`src/rtl/cms_pix28_cmd_decoder.sv`:
```
// Command front end for the CMS pix28 test firmware: filters host words by firmware ID,
// decodes the op code, and owns the config registers, sticky status and read-back path.
module cms_pix28_cmd_decoder #(
    parameter logic [3:0] FIRMWARE_ID = 4'h1,
    parameter int         IP_SEL      = 1
) (
    input  logic        fw_axi_clk,
    input  logic        reset,
    input  logic [31:0] cmd_word,
    input  logic        cmd_valid,
    input  logic        test_busy,
    input  logic [3:0]  test_done,
    output logic [23:0] cfg_static_0_reg,
    output logic [23:0] cfg_static_1_reg,
    output logic [23:0] execute_cfg,
    output logic        execute_pulse,
    output logic        fw_rst_pulse,
    output logic [2:0]  cfg_array_wr,
    output logic [2:0]  cfg_array_rd,
    output logic [1:0]  data_array_rd,
    output logic [23:0] array_body,
    output logic [31:0] status,
    output logic [31:0] rd_data,
    output logic        rd_valid
);

    typedef enum logic [3:0] {
        OP_NOOP           = 4'h0,
        OP_W_RST_FW       = 4'h1,
        OP_W_CFG_STATIC_0 = 4'h2,
        OP_R_CFG_STATIC_0 = 4'h3,
        OP_W_CFG_STATIC_1 = 4'h4,
        OP_R_CFG_STATIC_1 = 4'h5,
        OP_W_CFG_ARRAY_0  = 4'h6,
        OP_R_CFG_ARRAY_0  = 4'h7,
        OP_W_CFG_ARRAY_1  = 4'h8,
        OP_R_CFG_ARRAY_1  = 4'h9,
        OP_W_CFG_ARRAY_2  = 4'hA,
        OP_R_CFG_ARRAY_2  = 4'hB,
        OP_R_DATA_ARRAY_0 = 4'hC,
        OP_R_DATA_ARRAY_1 = 4'hD,
        OP_W_STATUS_CLEAR = 4'hE,
        OP_W_EXECUTE      = 4'hF
    } op_t;

    logic [3:0]  device_id;
    op_t         op;
    logic [23:0] body;
    logic        accept;
    logic [3:0]  test_number;
    logic        exec_ok;
    logic [31:0] status_next;

    assign device_id   = cmd_word[31:28];
    assign op          = op_t'(cmd_word[27:24]);
    assign body        = cmd_word[23:0];
    assign accept      = cmd_valid && ((device_id & FIRMWARE_ID) != 4'h0);
    assign test_number = (IP_SEL == 2) ? cmd_word[15:12] : cmd_word[17:14];
    assign exec_ok     = $onehot(test_number) && !test_busy;

    // Clear first, then OR in completion bits and the command's own bit, so a
    // test_done pulse coinciding with a clear is never lost.
    // NOTE: status_next gets a full default before any conditional write so no latch is inferred.
    always_comb begin
        status_next = status;
        if (accept && (op == OP_W_RST_FW || op == OP_W_STATUS_CLEAR))
            status_next = '0;
        status_next[17:14] = status_next[17:14] | test_done;
        if (accept) begin
            case (op)
                OP_W_RST_FW:       status_next[0]  = 1'b1;
                OP_W_CFG_STATIC_0: status_next[1]  = 1'b1;
                OP_R_CFG_STATIC_0: status_next[2]  = 1'b1;
                OP_W_CFG_STATIC_1: status_next[3]  = 1'b1;
                OP_R_CFG_STATIC_1: status_next[4]  = 1'b1;
                OP_W_CFG_ARRAY_0:  status_next[5]  = 1'b1;
                OP_R_CFG_ARRAY_0:  status_next[6]  = 1'b1;
                OP_W_CFG_ARRAY_1:  status_next[7]  = 1'b1;
                OP_R_CFG_ARRAY_1:  status_next[8]  = 1'b1;
                OP_W_CFG_ARRAY_2:  status_next[9]  = 1'b1;
                OP_R_CFG_ARRAY_2:  status_next[10] = 1'b1;
                OP_R_DATA_ARRAY_0: status_next[11] = 1'b1;
                OP_R_DATA_ARRAY_1: status_next[12] = 1'b1;
                OP_W_EXECUTE: begin
                    if (exec_ok) status_next[13] = 1'b1;
                    else         status_next[31] = 1'b1;
                end
                default: ;
            endcase
        end
    end

    // NOTE: all state here uses non-blocking assignments so every register samples pre-edge values.
    always_ff @(posedge fw_axi_clk) begin
        if (reset) begin
            cfg_static_0_reg <= '0;
            cfg_static_1_reg <= '0;
            execute_cfg      <= '0;
            execute_pulse    <= 1'b0;
            fw_rst_pulse     <= 1'b0;
            cfg_array_wr     <= '0;
            cfg_array_rd     <= '0;
            data_array_rd    <= '0;
            array_body       <= '0;
            status           <= '0;
            rd_data          <= '0;
            rd_valid         <= 1'b0;
        end else begin
            execute_pulse <= 1'b0;
            fw_rst_pulse  <= 1'b0;
            cfg_array_wr  <= '0;
            cfg_array_rd  <= '0;
            data_array_rd <= '0;
            rd_valid      <= 1'b0;
            status        <= status_next;
            if (accept) begin
                case (op)
                    OP_W_RST_FW: begin
                        cfg_static_0_reg <= '0;
                        cfg_static_1_reg <= '0;
                        execute_cfg      <= '0;
                        fw_rst_pulse     <= 1'b1;
                    end
                    OP_W_CFG_STATIC_0: cfg_static_0_reg <= body;
                    OP_R_CFG_STATIC_0: begin
                        rd_data  <= {cmd_word[31:24], cfg_static_0_reg};
                        rd_valid <= 1'b1;
                    end
                    OP_W_CFG_STATIC_1: cfg_static_1_reg <= body;
                    OP_R_CFG_STATIC_1: begin
                        rd_data  <= {cmd_word[31:24], cfg_static_1_reg};
                        rd_valid <= 1'b1;
                    end
                    OP_W_CFG_ARRAY_0: begin cfg_array_wr[0] <= 1'b1; array_body <= body; end
                    OP_R_CFG_ARRAY_0: begin cfg_array_rd[0] <= 1'b1; array_body <= body; end
                    OP_W_CFG_ARRAY_1: begin cfg_array_wr[1] <= 1'b1; array_body <= body; end
                    OP_R_CFG_ARRAY_1: begin cfg_array_rd[1] <= 1'b1; array_body <= body; end
                    OP_W_CFG_ARRAY_2: begin cfg_array_wr[2] <= 1'b1; array_body <= body; end
                    OP_R_CFG_ARRAY_2: begin cfg_array_rd[2] <= 1'b1; array_body <= body; end
                    OP_R_DATA_ARRAY_0: data_array_rd[0] <= 1'b1;
                    OP_R_DATA_ARRAY_1: data_array_rd[1] <= 1'b1;
                    OP_W_EXECUTE: begin
                        if (exec_ok) begin
                            execute_cfg   <= body;
                            execute_pulse <= 1'b1;
                        end
                    end
                    default: ;
                endcase
            end
        end
    end

endmodule

```
`config.mk`:
```
export PLATFORM = sky130hd
export DESIGN_NAME = cms_pix28_cmd_decoder
export DESIGN_NICKNAME = d
export VERILOG_FILES = /design/src/rtl/cms_pix28_cmd_decoder.sv
export SDC_FILE = /design/constraint.sdc
export NUM_CORES = 1
export LEC_CHECK = 0
export ABC_AREA = 0
export ABC_CLOCK_PERIOD_IN_PS = 6300
export CAP_MARGIN = 20
export CORE_ASPECT_RATIO = 0.8
export CORE_MARGIN = 2
export CORE_UTILIZATION = 50
export CTS_CLUSTER_DIAMETER = 200
export CTS_CLUSTER_SIZE = 16
export DETAILED_ROUTE_END_ITERATION = 8
export PLACE_DENSITY = 0.84
export SYNTH_ARGS = -nofsm -noshare
export SYNTH_HDL_FRONTEND = slang
export SYNTH_SLANG_ARGS = --single-unit
```
`constraint.sdc`:
```
create_clock -name fw_axi_clk -period 6.3 [get_ports fw_axi_clk]
set_input_delay 0.63 -clock fw_axi_clk [delete_from_list [all_inputs] [get_ports fw_axi_clk]]
set_output_delay 0.63 -clock fw_axi_clk [all_outputs]
set_load 0.02 [all_outputs]
```
==> flow_metrics.py <==
metrics = {
    "run_status": {
        "status": "finished, final reports clean",
    },
    "route": {
        "drtIter0Drc": 574,
        "route.top_layer_used": "met4",
        "via_per_inst": 5.902,
        "ant_nets": 0,
        "wl_met1_mm": 9.407,
        "vias": 6416,
        "drc": 0,
        "wl_met2_mm": 9.138,
        "drt_wl_total_mm": 21.06,
        "wl_per_cell_um": 19.38,
        "route.met3.wl_mm": 2.111,
        "drt_pass1_iterations": 5,
    },
    "clock_network": {
        "postCtsSetupRepairBufs": 0,
        "cts_tree": "yes",
        "clock-root-buffer": "clkbuf_16",
        "cts_resized": 0,
        "cts_inserted_buffers": 17,
        "holdBufCountCts": 0,
        "cts_buffer_depth": 2,
        "htreeDepth": 4,
        "worstSkewPairLatency_ps": 420,
        "cts.sinks": 158,
        "cts.reportedPaths.clkPinSlew_ps": 70,
    },
    "synthesis": {
        "synthCells": 749,
        "synth_flop_cell": "dfxtp_1",
        "synth_seq_cells": 158,
        "seq_area_frac_synth": 0.4671,
        "yosys_warnings": 0,
        "synth_edf_count": 0,
        "syn_area_per_cell_um2": 9.041,
        "syn_area_mm2": 0.006771,
        "synthDistinctLibCells": 51,
        "synthArstFlopShare": 0,
    },
    "global_route": {
        "overflow": 0,
        "grt_pass1_vias": 5848,
        "antenna_found_initial": 0,
        "grt_pass1_wl_mm": 32.17,
        "grt_usage": 0.2829,
        "grt_max_degree": 87,
    },
    "worst_setup_path": {
        "worstSetupEndpoint": "execute_cfg[2]",
        "r2r_start": "cfg_static_0_reg[19]",
        "worst_r2r_path_depth": 2,
        "crit_required_ps": 6640,
        "cp_max_fo": 26,
        "r2r_slack_ps": 5370,
        "start_kind": "input port",
        "critPathLaunch": "cmd_word[15]",
        "crit_arrival_ps": 4420,
        "endpoint_kind": "flop",
        "critPathKind": "input port to flop",
        "rr_endpoint": "rd_data[19]",
    },
    "timing": {
        "tightest_slew_ps": 1121,
        "finClkSkew_ps": 12.38,
        "fin_crit_sh": 0.6481,
        "timing.fmax_mhz": 244.9,
        "slew_headroom": 0.2525,
        "slew_violations": 0,
        "hold_viol_final": 0,
        "setup_viol": 0,
        "hold_ws_ps": 449.4,
        "tns_ps": 0,
        "rsz0062_at_grt": "false",
        "min_period_ps": 4083,
    },
    "power_and_ir_drop": {
        "pwr-share-clk": 0.462,
        "intPower_mw": 1.756,
        "power.switching_mw": 0.5903,
        "power_frac_seq": 0.437,
        "peakVddDrop_mv": 0.1924,
        "p_leak_nw": 3.321,
        "swShare": 0.2516,
        "p_per_area_mw_per_mm2": 250.8,
        "p_comb_frac": 0.101,
        "power_mw": 2.347,
    },
    "die": {
        "die_h_um": 108.1,
        "core_mm2": 0.01341,
        "initial_core_util": 0.5050,
        "die_area_mm2": 0.01450,
        "rows": 38,
        "boundaryPins": 211,
        "die_x_um": 134.1,
    },
    "placement": {
        "port_buffers": 197,
        "placed_area_mm2": 0.008693,
        "dp_hpwl_mm": 13.66,
        "routabilityCongestion": 0.8290,
    },
    "layout": {
        "layout-drive-gt1-share": 0.08269,
        "top_register": "rd_data",
        "fin_nets": 937,
        "syn_to_final_growth_pct": 38.19,
        "largest_reg_flops": 32,
        "n_antenna_cell": 0,
        "stdcell_area_mm2": 0.009358,
    },
    "run": {
        "drv_cap": 0,
    },
    "hold_path": {
        "hold_path_class": "flop to flop",
        "min_path_cells": 2,
    },
}
-- critical path, cell delays in order --
cell and delay [ps]:
clkdlybuf4s50_1 570, inv_1 120, fa_1 520, inv_1 40
ha_1 170, ha_1 260, or4b_1 960, or4_4 860
o221ai_1 260
-- how the worst min path moves through the flow --
stage                        start              to  slack, ps
floorplan                status[1]       status[1]        530
global placement        status[14]      status[14]        440
detailed placement       status[3]       status[3]        440
CTS                      status[3]       status[3]        450
global route        array_body[19]  array_body[19]        480
finish                   status[3]       status[3]        450
-- cell usage after synthesis, types with 2 or more instances --
library cell | number | area share
o31ai_1 | 4 | 0.0044
o2111ai_1 | 24 | 0.031
a21oi_1 | 53 | 0.039
o21a_1 | 3 | 0.0033
nand4_1 | 8 | 0.0074
or4b_1 | 2 | 0.0030
o21ai_1 | 6 | 0.0044
nand4bb_1 | 3 | 0.0050
inv_1 | 34 | 0.019
o32ai_1 | 10 | 0.013
mux2i_1 | 48 | 0.071
a31oi_1 | 24 | 0.022
buf_1 | 4 | 0.0022
inv_2 | 2 | 0.0011
clkbuf_1 | 63 | 0.035
buf_2 | 9 | 0.0067
o21ai_0 | 45 | 0.033
buf_6 | 3 | 0.0050
o221ai_1 | 6 | 0.0078
buf_4 | 13 | 0.014
a211oi_1 | 24 | 0.027
nand2b_1 | 4 | 0.0037
dfxtp_1 | 158 | 0.47
and3b_1 | 2 | 0.0026
o2bb2ai_1 | 4 | 0.0052
xnor2_1 | 3 | 0.0039
nand2_1 | 86 | 0.048
nand3b_1 | 3 | 0.0033
nor2b_1 | 2 | 0.0018
nand3_1 | 50 | 0.037
nor2_1 | 9 | 0.0050
ha_1 | 2 | 0.0037
o221ai_2 | 18 | 0.040
nor3_1 | 3 | 0.0022
-- through the flow --
stage          cells  setup slack [ps]    util
3_3_place_gp    1052              1895  0.6484
6_report        1087              2217  0.6979
4_1_cts         1084              2244  0.6948
5_1_grt         1087              2083  0.6979
2_1_floorplan    761              3011       -
3_5_place_dp    1052              1823  0.6484
-- power by group through the flow --
stage | logic (mW) | registers [mW] | clock network (mW)
floorplan | 0.117 | 1.07 | 0
global placement | 0.227 | 1.05 | 0
detailed placement | 0.231 | 1.05 | 0
CTS | 0.232 | 1.03 | 1.09
global route | 0.254 | 1.03 | 1.14
finish | 0.238 | 1.03 | 1.08
-- logic make-up (layout without fill, tap and decap cells) --
kind of cell,after synthesis,in the layout,share of synthesized area
AOI/OAI and AO/OA,225,225,0.2358
and+or+nand+nor,182,182,0.1306
DFF,158,158,0.4671
buffers and inverters,128,274,0.08315
muxes,48,48,0.07095
xor gates and xnor gates,4,4,0.005175
adders and majority gates,3,3,0.006651
other,1,13,0.0005538
-- layout by cell type (no fill, tap or decap), drive strengths merged, types with 10 or more instances in the layout --
| cell | count |
|---|---|
| o2111ai | 24 |
| o221ai | 24 |
| clkdlybuf4s50 | 195 |
| o21ai | 51 |
| dfxtp | 158 |
| a211oi | 24 |
| o32ai | 10 |
| nand2 | 86 |
| mux2i | 48 |
| buf | 11 |
| clkbuf | 20 |
| inv | 38 |
| a21oi | 54 |
| a31oi | 24 |
| nand3 | 50 |
| conb | 13 |
-- metal layers --
| metal | track usage | up-vias |
|---|---|---|
| met2 | 0.4128 | 325 |
| met3 | 0.08111 | 27 |
| met5 | 0 | - |
| met1 | 0.4043 | 3070 |
| li1 | - | 2994 |
| met4 | 0.08947 | 0 |
-- final cells by class --
type / count / area (µm²)
tap: 180 / 225.2
clock inverter: 12 / 156.4
sequential: 158 / 3163
multi-input combinational: 475 / 3162
timing repair buffer: 206 / 2048
fill: 1048 / 4050
clock buffer: 20 / 466.7
inverter: 36 / 136.4
Power figures use the tool's default switching activity.
